`src/rtl/issue_queue_if.sv`:
```
// Dispatch/issue bundle for issue_queue.
// Ports (slave = queue side):
//   in : i_regs, i_func, i_ctrl, i_imm, i_brmask, i_rs1_rdy, i_rs2_rdy,
//        i_wake_en, i_wake_tag, i_issue_stall, i_flush
//   out: o_full, o_empty, o_count, o_issue_valid, o_issue_regs,
//        o_issue_func, o_issue_imm, o_issue_brmask
interface issue_queue_if #(
   parameter int unsigned DEPTH     = 8,
   parameter int unsigned WIDTH_BRM = 6
);
   localparam int unsigned CW = $clog2(DEPTH) + 1;

   logic [14:0]          i_regs;
   logic [9:0]           i_func;
   logic [4:0]           i_ctrl;
   logic [31:0]          i_imm;
   logic [WIDTH_BRM-1:0] i_brmask;
   logic                 i_rs1_rdy;
   logic                 i_rs2_rdy;
   logic                 i_wake_en;
   logic [4:0]           i_wake_tag;
   logic                 i_issue_stall;
   logic                 i_flush;

   logic                 o_full;
   logic                 o_empty;
   logic [CW-1:0]        o_count;
   logic                 o_issue_valid;
   logic [14:0]          o_issue_regs;
   logic [9:0]           o_issue_func;
   logic [31:0]          o_issue_imm;
   logic [WIDTH_BRM-1:0] o_issue_brmask;

   modport master (
      output i_regs, i_func, i_ctrl, i_imm, i_brmask, i_rs1_rdy, i_rs2_rdy,
             i_wake_en, i_wake_tag, i_issue_stall, i_flush,
      input  o_full, o_empty, o_count, o_issue_valid, o_issue_regs,
             o_issue_func, o_issue_imm, o_issue_brmask
   );

   modport slave (
      input  i_regs, i_func, i_ctrl, i_imm, i_brmask, i_rs1_rdy, i_rs2_rdy,
             i_wake_en, i_wake_tag, i_issue_stall, i_flush,
      output o_full, o_empty, o_count, o_issue_valid, o_issue_regs,
             o_issue_func, o_issue_imm, o_issue_brmask
   );
endinterface

```
`src/rtl/issue_queue.sv`:
```
// Collapsing, oldest-first issue queue. Holds decoded micro-ops for one queue
// type until both sources are ready and issues one per cycle; priority-11
// micro-ops (branches/jumps) win selection. Full flush on misprediction.
// Ports:
//   i_clk  : clock, rising edge
//   i_rst  : synchronous active-high reset
//   bus    : issue_queue_if.slave (dispatch in, wakeup, stall/flush, issue out)
// Optional macro IQ_WAKEUP_BYPASS_EN: a wakeup in the dispatch cycle also
// marks the matching source of the micro-op being dispatched as ready.
module issue_queue #(
   parameter int unsigned DEPTH     = 8,
   parameter int unsigned WIDTH_BRM = 6,
   parameter logic [1:0]  QTYPE     = 2'b10
) (
   input logic          i_clk,
   input logic          i_rst,
   issue_queue_if.slave bus
);
   localparam int unsigned IW = $clog2(DEPTH);
   localparam int unsigned CW = $clog2(DEPTH) + 1;

   typedef struct packed {
      logic [14:0]          regs;
      logic [9:0]           func;
      logic [31:0]          imm;
      logic [1:0]           pry;
      logic [WIDTH_BRM-1:0] brmask;
      logic                 rdy1;
      logic                 rdy2;
   } entry_t;

   entry_t           ent_q [DEPTH];
   entry_t           ent_d [DEPTH];
   logic [DEPTH-1:0] vld_q, vld_d;
   logic [CW-1:0]    cnt_q, cnt_d, cnt_post;
   entry_t           new_ent;
   logic [DEPTH-1:0] cand;
   logic             sel_found, pri_found, issue_valid, issue_fire, accept, wake_ok;
   logic [IW-1:0]    sel_idx, pri_idx, pick, wr_idx;

   assign wake_ok    = bus.i_wake_en & (bus.i_wake_tag != 5'd0);
   assign accept     = bus.i_ctrl[0] & (bus.i_ctrl[2:1] == QTYPE) &
                       (cnt_q != CW'(DEPTH)) & ~bus.i_flush;
   assign issue_fire = issue_valid & ~bus.i_issue_stall;

   // Selection: lowest-index ready entry, priority-11 entries first
   always_comb begin
      cand      = '0;
      sel_found = 1'b0;
      pri_found = 1'b0;
      sel_idx   = '0;
      pri_idx   = '0;
      for (int i = 0; i < int'(DEPTH); i++)
         cand[i] = vld_q[i] & ent_q[i].rdy1 & ent_q[i].rdy2;
      // Descending scan so the last hit is the lowest index
      for (int i = int'(DEPTH) - 1; i >= 0; i--) begin
         if (cand[i]) begin
            sel_found = 1'b1;
            sel_idx   = IW'(i);
            if (ent_q[i].pry == 2'b11) begin
               pri_found = 1'b1;
               pri_idx   = IW'(i);
            end
         end
      end
      pick = pri_found ? pri_idx : sel_idx;
   end

   assign issue_valid        = sel_found & ~bus.i_flush;
   assign bus.o_issue_valid  = issue_valid;
   assign bus.o_issue_regs   = issue_valid ? ent_q[pick].regs   : '0;
   assign bus.o_issue_func   = issue_valid ? ent_q[pick].func   : '0;
   assign bus.o_issue_imm    = issue_valid ? ent_q[pick].imm    : '0;
   assign bus.o_issue_brmask = issue_valid ? ent_q[pick].brmask : '0;
   assign bus.o_count        = cnt_q;
   assign bus.o_full         = (cnt_q == CW'(DEPTH));
   assign bus.o_empty        = (cnt_q == '0);

   // Incoming micro-op; x0 is always ready
   always_comb begin
      new_ent.regs   = bus.i_regs;
      new_ent.func   = bus.i_func;
      new_ent.imm    = bus.i_imm;
      new_ent.pry    = bus.i_ctrl[4:3];
      new_ent.brmask = bus.i_brmask;
      new_ent.rdy1   = bus.i_rs1_rdy | (bus.i_regs[4:0] == 5'd0);
      new_ent.rdy2   = bus.i_rs2_rdy | (bus.i_regs[9:5] == 5'd0);
`ifdef IQ_WAKEUP_BYPASS_EN
      // Busy-table read racing with writeback in the same cycle
      if (wake_ok && (bus.i_wake_tag == bus.i_regs[4:0])) new_ent.rdy1 = 1'b1;
      if (wake_ok && (bus.i_wake_tag == bus.i_regs[9:5])) new_ent.rdy2 = 1'b1;
`endif
   end

   // Next state: wakeup, then collapse on issue, then append dispatch
   always_comb begin
      ent_d    = ent_q;
      vld_d    = vld_q;
      cnt_post = cnt_q;
      cnt_d    = cnt_q;
      wr_idx   = '0;
      if (wake_ok) begin
         for (int i = 0; i < int'(DEPTH); i++) begin
            if (vld_q[i]) begin
               if (ent_q[i].regs[4:0] == bus.i_wake_tag) ent_d[i].rdy1 = 1'b1;
               if (ent_q[i].regs[9:5] == bus.i_wake_tag) ent_d[i].rdy2 = 1'b1;
            end
         end
      end
      if (issue_fire) begin
         // Ascending order: slot i+1 is still unmodified when copied down
         for (int i = 0; i < int'(DEPTH) - 1; i++) begin
            if (IW'(i) >= pick) begin
               ent_d[i] = ent_d[i+1];
               vld_d[i] = vld_d[i+1];
            end
         end
         vld_d[DEPTH-1] = 1'b0;
         cnt_post       = cnt_q - CW'(1);
      end
      // accept implies cnt_post < DEPTH, so the truncation is lossless
      wr_idx = IW'(cnt_post);
      if (accept) begin
         ent_d[wr_idx] = new_ent;
         vld_d[wr_idx] = 1'b1;
         cnt_d         = cnt_post + CW'(1);
      end else begin
         cnt_d = cnt_post;
      end
   end

   // State registers; flush drops everything, reset also scrubs payloads
   always_ff @(posedge i_clk) begin
      if (i_rst) begin
         vld_q <= '0;
         cnt_q <= '0;
         for (int i = 0; i < int'(DEPTH); i++) ent_q[i] <= '0;
      end else if (bus.i_flush) begin
         vld_q <= '0;
         cnt_q <= '0;
      end else begin
         ent_q <= ent_d;
         vld_q <= vld_d;
         cnt_q <= cnt_d;
      end
   end
endmodule

```
`src/flat_wrapper.sv`:
```
// flat-port wrapper written by rule: the top's interface ports become plain ports
module issue_queue_flat 
#(
   parameter int unsigned DEPTH     = 8,
   parameter int unsigned WIDTH_BRM = 6,
   parameter logic [1:0]  QTYPE     = 2'b10
)
  (i_clk, i_rst, bus_i_regs, bus_i_func, bus_i_ctrl, bus_i_imm, bus_i_brmask, bus_i_rs1_rdy, bus_i_rs2_rdy, bus_i_wake_en, bus_i_wake_tag, bus_i_issue_stall, bus_i_flush, bus_o_full, bus_o_empty, bus_o_count, bus_o_issue_valid, bus_o_issue_regs, bus_o_issue_func, bus_o_issue_imm, bus_o_issue_brmask);
  issue_queue_if #(.DEPTH(DEPTH), .WIDTH_BRM(WIDTH_BRM)) bus_i ();
  input logic i_clk;
  input logic i_rst;
  input wire logic [$bits(bus_i.i_regs)-1:0] bus_i_regs;
  input wire logic [$bits(bus_i.i_func)-1:0] bus_i_func;
  input wire logic [$bits(bus_i.i_ctrl)-1:0] bus_i_ctrl;
  input wire logic [$bits(bus_i.i_imm)-1:0] bus_i_imm;
  input wire logic [$bits(bus_i.i_brmask)-1:0] bus_i_brmask;
  input wire logic [$bits(bus_i.i_rs1_rdy)-1:0] bus_i_rs1_rdy;
  input wire logic [$bits(bus_i.i_rs2_rdy)-1:0] bus_i_rs2_rdy;
  input wire logic [$bits(bus_i.i_wake_en)-1:0] bus_i_wake_en;
  input wire logic [$bits(bus_i.i_wake_tag)-1:0] bus_i_wake_tag;
  input wire logic [$bits(bus_i.i_issue_stall)-1:0] bus_i_issue_stall;
  input wire logic [$bits(bus_i.i_flush)-1:0] bus_i_flush;
  output wire logic [$bits(bus_i.o_full)-1:0] bus_o_full;
  output wire logic [$bits(bus_i.o_empty)-1:0] bus_o_empty;
  output wire logic [$bits(bus_i.o_count)-1:0] bus_o_count;
  output wire logic [$bits(bus_i.o_issue_valid)-1:0] bus_o_issue_valid;
  output wire logic [$bits(bus_i.o_issue_regs)-1:0] bus_o_issue_regs;
  output wire logic [$bits(bus_i.o_issue_func)-1:0] bus_o_issue_func;
  output wire logic [$bits(bus_i.o_issue_imm)-1:0] bus_o_issue_imm;
  output wire logic [$bits(bus_i.o_issue_brmask)-1:0] bus_o_issue_brmask;
  assign bus_i.i_regs = bus_i_regs;
  assign bus_i.i_func = bus_i_func;
  assign bus_i.i_ctrl = bus_i_ctrl;
  assign bus_i.i_imm = bus_i_imm;
  assign bus_i.i_brmask = bus_i_brmask;
  assign bus_i.i_rs1_rdy = bus_i_rs1_rdy;
  assign bus_i.i_rs2_rdy = bus_i_rs2_rdy;
  assign bus_i.i_wake_en = bus_i_wake_en;
  assign bus_i.i_wake_tag = bus_i_wake_tag;
  assign bus_i.i_issue_stall = bus_i_issue_stall;
  assign bus_i.i_flush = bus_i_flush;
  assign bus_o_full = bus_i.o_full;
  assign bus_o_empty = bus_i.o_empty;
  assign bus_o_count = bus_i.o_count;
  assign bus_o_issue_valid = bus_i.o_issue_valid;
  assign bus_o_issue_regs = bus_i.o_issue_regs;
  assign bus_o_issue_func = bus_i.o_issue_func;
  assign bus_o_issue_imm = bus_i.o_issue_imm;
  assign bus_o_issue_brmask = bus_i.o_issue_brmask;
  issue_queue #(.DEPTH(DEPTH), .WIDTH_BRM(WIDTH_BRM), .QTYPE(QTYPE)) u_core (.i_clk(i_clk), .i_rst(i_rst), .bus(bus_i));
endmodule
```
`config.mk`:
```
export PLATFORM = sky130hd
export DESIGN_NAME = issue_queue_flat
export DESIGN_NICKNAME = d
export VERILOG_FILES = /design/src/rtl/issue_queue_if.sv /design/src/rtl/issue_queue.sv /design/src/flat_wrapper.sv
export SDC_FILE = /design/constraint.sdc
export NUM_CORES = 2
export LEC_CHECK = 0
export CORE_ASPECT_RATIO = 0.6
export CORE_MARGIN = 1.5
export CORE_UTILIZATION = 45
export CTS_BUF_LIST = sky130_fd_sc_hd__clkbuf_2
export CTS_CLUSTER_DIAMETER = 50
export DETAILED_ROUTE_END_ITERATION = 16
export PLACE_DENSITY_LB_ADDON = 0.05
export SYNTH_ARGS = -nofsm -noshare
export SYNTH_HDL_FRONTEND = slang
export SYNTH_SLANG_ARGS = --single-unit
export TNS_END_PERCENT = 30
```
`constraint.sdc`:
```
create_clock -name i_clk -period 6.3 [get_ports i_clk]
set_clock_uncertainty 0.15 [all_clocks]
set_input_delay 1.26 -clock i_clk [delete_from_list [all_inputs] [get_ports i_clk]]
set_output_delay 1.26 -clock i_clk [all_outputs]
set_load 0.05 [all_outputs]
```
# Yosys cells after proc, flatten, opt, wreduce, memory -nomap -nowiden
# Cells that the tools add are included.
[classes] n_reduce_logical=8 n_lt_le_gt_ge=12 bitwise_logic=29 addsub=2 eq_ne=27 mux=113
[op_table] cell="$mux W67" n=10
[op_table] cell="$bwmux W536" n=1
[op_table] cell="$mux W536" n=1
[op_table] cell="$mux W469" n=1
[op_table] cell="$bmux W67 S3" n=1
[op_table] cell="$demux W67 S3" n=1
[op_table] cell="$eq A5 B5 Y1" n=16
[op_table] cell="$mux W3" n=25
[op_table] cell="$mux W1" n=48
[op_table] cell="$mux W2" n=16
[op_table] cell="$mux W32" n=1
[op_table] cell="$and A1 B1 Y1" n=22
[op_table] cell="$eq A2 B2 Y1 const B" n=9
[op_table] cell="$mux W8" n=2
[op_table] cell="$mux W15" n=1
[op_table] cell="$logic_not A5 Y1" n=2
[op_table] cell="$mux W10" n=1
[op_table] cell="$ge A3 B3 Y1 const A" n=3
[op_table] cell="$ge A4 B4 Y1 const B" n=2
[op_table] cell="$mux W4" n=2
[op_table] cell="$not A3 Y4" n=2
[op_table] cell="$or A8 B8 Y8" n=1
[op_table] cell="$ge A1 B3 Y1 const A" n=2
[op_table] cell="$ge A2 B3 Y1 const A" n=2
[op_table] cell="other kinds (16)" n=19
[word_totals] reg_bits=548 in_bits=80 elab_cells=249 output_inout_bits=70

# Logic depth before layout (Yosys ltp)
[logic_depth] word_depth=23 depth_mapped=12 depth_no_buf=10

# Worst setup path before layout
# OpenSTA, ideal clock, no wires.
[synth_path] path_kind="reg-to-output" start="register u_core.vld_q[5]" end="output bus_o_issue_imm[10]" n_path_buf=2 stages_incl_launch_ff=11 arrival_ps=2924 slack_ps=1966 t_required_ps=4890 path_cell_list="dfxtp_1 -> and3_1 -> a211oi_1 -> o31a_1 -> o311ai_2 -> clkbuf_1 -> clkbuf_1 -> nand2_1 -> nand2_1 -> a32oi_1 -> nor2_1"
[synth_between] elab_chain_len=19 word_cells_on_any_way=43 cone_classes="mux (39); bitwise (4)"
[synth_lines] item="from (decl)" line_no="issue_queue.sv:34" source="logic [DEPTH-1:0] vld_q, vld_d;"
[synth_lines] item="from (signal assigned)" line_no="issue_queue.sv:143" source="vld_q <= vld_d;"
[synth_lines] item="$and A1 B1 Y1 (*) (2 in a row)" line_no="issue_queue.sv:54" source="cand[i] = vld_q[i] & ent_q[i].rdy1 & ent_q[i].rdy2;"
[synth_lines] item="$mux W3 / $mux W1 (equally long branches)" line_no="issue_queue.sv:57" source="if (cand[i]) begin"
[synth_lines] item="$mux W3 / $mux W1 (equally long branches)" line_no="issue_queue.sv:60" source="if (ent_q[i].pry == 2'b11) begin"
[synth_lines] item="$mux W3 / $mux W1 (equally long branches)" line_no="issue_queue.sv:57"
[synth_lines] item="$mux W3 / $mux W1 (equally long branches)" line_no="issue_queue.sv:60"
[synth_lines] item="$mux W3 / $mux W1 (equally long branches)" line_no="issue_queue.sv:57"
[synth_lines] item="$mux W3 / $mux W1 (equally long branches)" line_no="issue_queue.sv:60"
[synth_lines] item="$mux W3 / $mux W1 (equally long branches)" line_no="issue_queue.sv:57"
[synth_lines] item="$mux W3 / $mux W1 (equally long branches)" line_no="issue_queue.sv:60"
[synth_lines] item="$mux W3 / $mux W1 (equally long branches)" line_no="issue_queue.sv:57"
[synth_lines] item="$mux W3 / $mux W1 (equally long branches)" line_no="issue_queue.sv:60"
[synth_lines] item="$mux W3 / $mux W1 (equally long branches)" line_no="issue_queue.sv:57"
[synth_lines] item="$mux W3" line_no="issue_queue.sv:66" source="pick = pri_found ? pri_idx : sel_idx;"
[synth_lines] item="$not A3 Y4 (implied by the code)" line_no="issue_queue.sv:73" source="assign bus.o_issue_imm = issue_valid ? ent_q[pick].imm : '0;"
[synth_lines] item="$bmux W67 S3" line_no="issue_queue.sv:73"
[synth_lines] item="$mux W67 (2 in a row)"
[synth_lines] item="$mux W32 (*)" line_no="issue_queue.sv:73"
[synth_lines] item="to (decl)" line_no="flat_wrapper.sv:29" source="output wire logic [$bits(bus_i.o_issue_imm)-1:0] bus_o_issue_imm;"
# Every way passes the cells marked *; elsewhere a longest branch is shown, timed or not. The select of a mux whose other input is x is not followed.

# Final worst setup path
[layout_path] start="register u_core.vld_q[1]" end="output bus_o_issue_regs[9]"
[layout_between] elab_chain_len=11 word_cells_on_any_way=19 cone_classes="mux (15); bitwise (4)"
[layout_lines] item="$and A1 B1 Y1 (*) (2 in a row)" line_no="issue_queue.sv:54"
[layout_lines] item="$mux W3 / $mux W1 (equally long branches)" line_no="issue_queue.sv:57"
[layout_lines] item="$mux W3 / $mux W1 (equally long branches)" line_no="issue_queue.sv:60"
[layout_lines] item="$mux W3 / $mux W1 (equally long branches)" line_no="issue_queue.sv:57"
[layout_lines] item="$mux W3" line_no="issue_queue.sv:66"
[layout_lines] item="$not A3 Y4 (implied by the code)" line_no="issue_queue.sv:71" source="assign bus.o_issue_regs = issue_valid ? ent_q[pick].regs : '0;"
[layout_lines] item="$bmux W67 S3" line_no="issue_queue.sv:71"
[layout_lines] item="$mux W67 (implied by the code) (2 in a row)" line_no="issue_queue.sv:71"
[layout_lines] item="$mux W15 (*)" line_no="issue_queue.sv:71"
[layout_lines] item="to (decl)" line_no="flat_wrapper.sv:27" source="output wire logic [$bits(bus_i.o_issue_regs)-1:0] bus_o_issue_regs;"
# Marked as above.

==> metrics.md <==
| Metric | Value |
|---|---|
| Critical Path AT | `4.78 ns` |
| Dpl hpwl | `68.6 mm` |
| Synthesized net count | `3941` |
| Initial Util | `0.456` |
| Die Ht | `201 µm` |
| Dpl cells | `4514` |
| WS Path Type | `reg -> out` |
| Worst Slack Setup Final | `0.114 ns` |
| GP Congestion | `0.921` |
| Share of the synthesized area in the top cell type | `0.373` |
| Worst-Margin Slew | `1.30 ns` |
| Largest cells by area after synthesis | `dfxtp_1, nand2_1, o211ai_1` |
| IO Pins | `150` |
| Final setup viols | `0` |
| Cell count after synthesis | `3859` |
| Non-Filler Instances | `4757` |
| Syn Area/Cell | `7.61 µm²` |
| CTS tree | `built` |
| Most frequent cell after synthesis | `nand2_1` |
| Hold Violations, Final | `0` |
| Average vias per placed instance | `6.65` |
| CTS H-Tree Depth | `4` |
| Min cycle time layout | `6.19 ns` |
| Leak | `12.5 nW` |
| Clock buffer depth | `3` |
| Synth-to-layout area growth | `10.7%` |
| Status | `finished clean` |
| DRC errors left | `0` |
| Synth warnings | `0` |
| Post-synthesis cell type with the largest combined area | `dfxtp_1` |
| Number of core rows | `72` |
| Cell variety after synth | `69` |
| CTS Sinks | `548` |
| Initial antenna violation count | `9` |
| All-layer global routing usage | `0.359` |
| Largest net degree at the start of global routing | `109` |
| Worst setup SP type | `flip-flop` |
| Post-CTS Hold Buffers | `0` |
| CP Data Required Time | `4.89 ns` |
| Initial DRC count | `4276` |
| Clock latency at the later pin of the worst-skew pair | `1.22 ns` |
| Post-synth EDFFs | `0` |
| Max_slew headroom | `0.130` |
| Fraction of the cycle the final worst path needs | `0.982` |
| Root cell of the clock tree | `clkbuf_2` |
| Cell Area, Synth | `0.0294 mm²` |
| Async SR Flop Fraction | `0` |
| Antenna Nets Post-Route | `0` |
| Fmax | `162 MHz` |
| P per Cell Area | `196 mW/mm²` |
| Port bufs | `149` |
| Core ar. | `0.0645 mm²` |
| Total of max-cap violations | `0` |
| Flops & latches, synth | `548` |
| First-pass GRT wire length | `187 mm` |
| HP Class | `reg -> reg` |
| Die ar. | `0.0669 mm²` |
| Largest fanout on the critical path | `88` |
| Critical Path End Type | `output port` |
| RSZ-0062 raised after global routing | `no` |
| Die width | `333 µm` |
| Seq/Total Area, Yosys | `0.373` |
| Slew Viols, Final | `0` |
| Post-synth top cells | `nand2_1, dfxtp_1, clkbuf_1` |
| Setup WS pre-CTS | `0.931 ns` |
| Total gr overflow | `0` |
| WL final | `124 mm` |
| CTS Buf Count | `138` |
| Layout cells sized above 1 | `0.0920` |
| Wire length per cell | `26.0 µm` |
| Nets | `3898` |
| Clock transition at path regs | `0.11 ns` |
| Main flop type after synthesis | `dfxtp_1` |
| Drt first pass iters | `8` |
| Vias | `31.6k` |
| Maximum VDD drop | `108 µV` |
| Vias in the first global route | `29.6k` |
final timing paths:
check,start,end,slack [ns],depth (start not counted)
max,u_core.vld_q[1]$_SDFF_PP0_,bus_o_issue_regs[9],0.11,10
min,u_core.ent_q[421]$_SDFFE_PP0N_,u_core.ent_q[488]$_SDFFE_PP0N_,0.30,2
max reg2reg,u_core.vld_q[1]$_SDFF_PP0_,u_core.ent_q[251]$_SDFFE_PP0N_,1.57,9
min reg2reg,u_core.ent_q[421]$_SDFFE_PP0N_,u_core.ent_q[488]$_SDFFE_PP0N_,0.30,2
metrics by stage:
stage          power (mW)  area, µm²   util  hold slack, ns  TNS (ns)
2_1_floorplan        3.75      29400      -           0.298         0
3_3_place_gp         3.91      31200  0.484           0.308         0
3_5_place_dp         3.92      31200  0.484           0.313         0
4_1_cts              6.40      32500  0.504           0.273  -0.00938
5_1_grt              6.61      32500  0.504           0.316         0
6_report             6.38      32500  0.504           0.297         0
timing repair:
action | CTS | global route
buffers inserted | 9 | 0
resized for setup | 45 | 35
endpoints found under the setup margin | 63 | 28
cloned | 4 | 0
pin swaps | 5 | 0
metal layers:
metal | track usage | up-vias | part of all wire
met3 | 0.108 | 289 | 0.13
li1 | - | 13937 | -
met1 | 0.526 | 15126 | 0.44
met5 | 0 | - | 0.00037
met2 | 0.497 | 2286 | 0.40
met4 | 0.109 | 8 | 0.024
cells in the final DEF, fill, tap and decap left out, types with 5 or more instances in the layout:
cell,instances
clkdlybuf4s50_1,85
xor2_1,45
a31oi_1,78
and3_1,75
clkinv_1,21
a22o_1,62
a21oi_1,208
a311oi_1,132
nand4_1,6
a2111oi_0,6
a222oi_1,11
buf_4,75
nand3_1,142
o211ai_1,185
dlymetal6s2s_1,21
nor2_4,6
clkbuf_2,201
a32oi_1,128
o221ai_1,10
inv_1,74
a211oi_1,68
xnor2_1,40
nor3_1,22
dlygate4sd2_1,36
a22oi_1,57
a221o_1,69
mux2i_1,68
nand2_1,942
a32o_1,5
a21o_1,66
dfxtp_1,548
nor2_1,281
o21ai_0,10
buf_12,19
report_power, final:
group | switching (mW) | internal, mW | leakage, nW
registers | 0.00792 | 3.47 | 4.41
clock network | 1.58 | 0.943 | 0.918
logic | 0.285 | 0.0914 | 7.16
total | 1.87 | 4.51 | 12.5
logic make-up (layout without fill, tap and decap cells):
kind of cell | Yosys count | in the layout | share of synthesized area
other | 0 | 3 | 0
AOI/OAI and AO/OA | 1135 | 1139 | 0.292
xor gates and xnor gates | 86 | 86 | 0.0263
buffers and inverters | 506 | 546 | 0.0720
muxes | 69 | 69 | 0.0235
and+or+nand+nor | 1513 | 1513 | 0.212
DFF | 548 | 548 | 0.373
adders and majority gates | 2 | 2 | 0.000851
final cells by class:
class	count	area (µm²)
repair buffers	245	2460
well taps	851	1060
diodes	3	7.51
clock buffers	196	981
inverters	74	278
clock inverters	31	199
fillers	6211	32000
multi-input cells	2809	16600
flip-flops and latches	548	11000
worst max-delay path, stage by stage, from the launching register on:
cell           delay (ns)
dfxtp_1              0.37
and3_1               0.29
or4_4                0.61
nor2_2               0.37
o21a_4               0.39
buf_12               0.35
a21oi_1              0.09
nand2_1              0.09
a32oi_1              0.10
nor2_1               0.23
dlygate4sd2_1        0.59
Note: power is estimated with default switching activity, not from simulation.
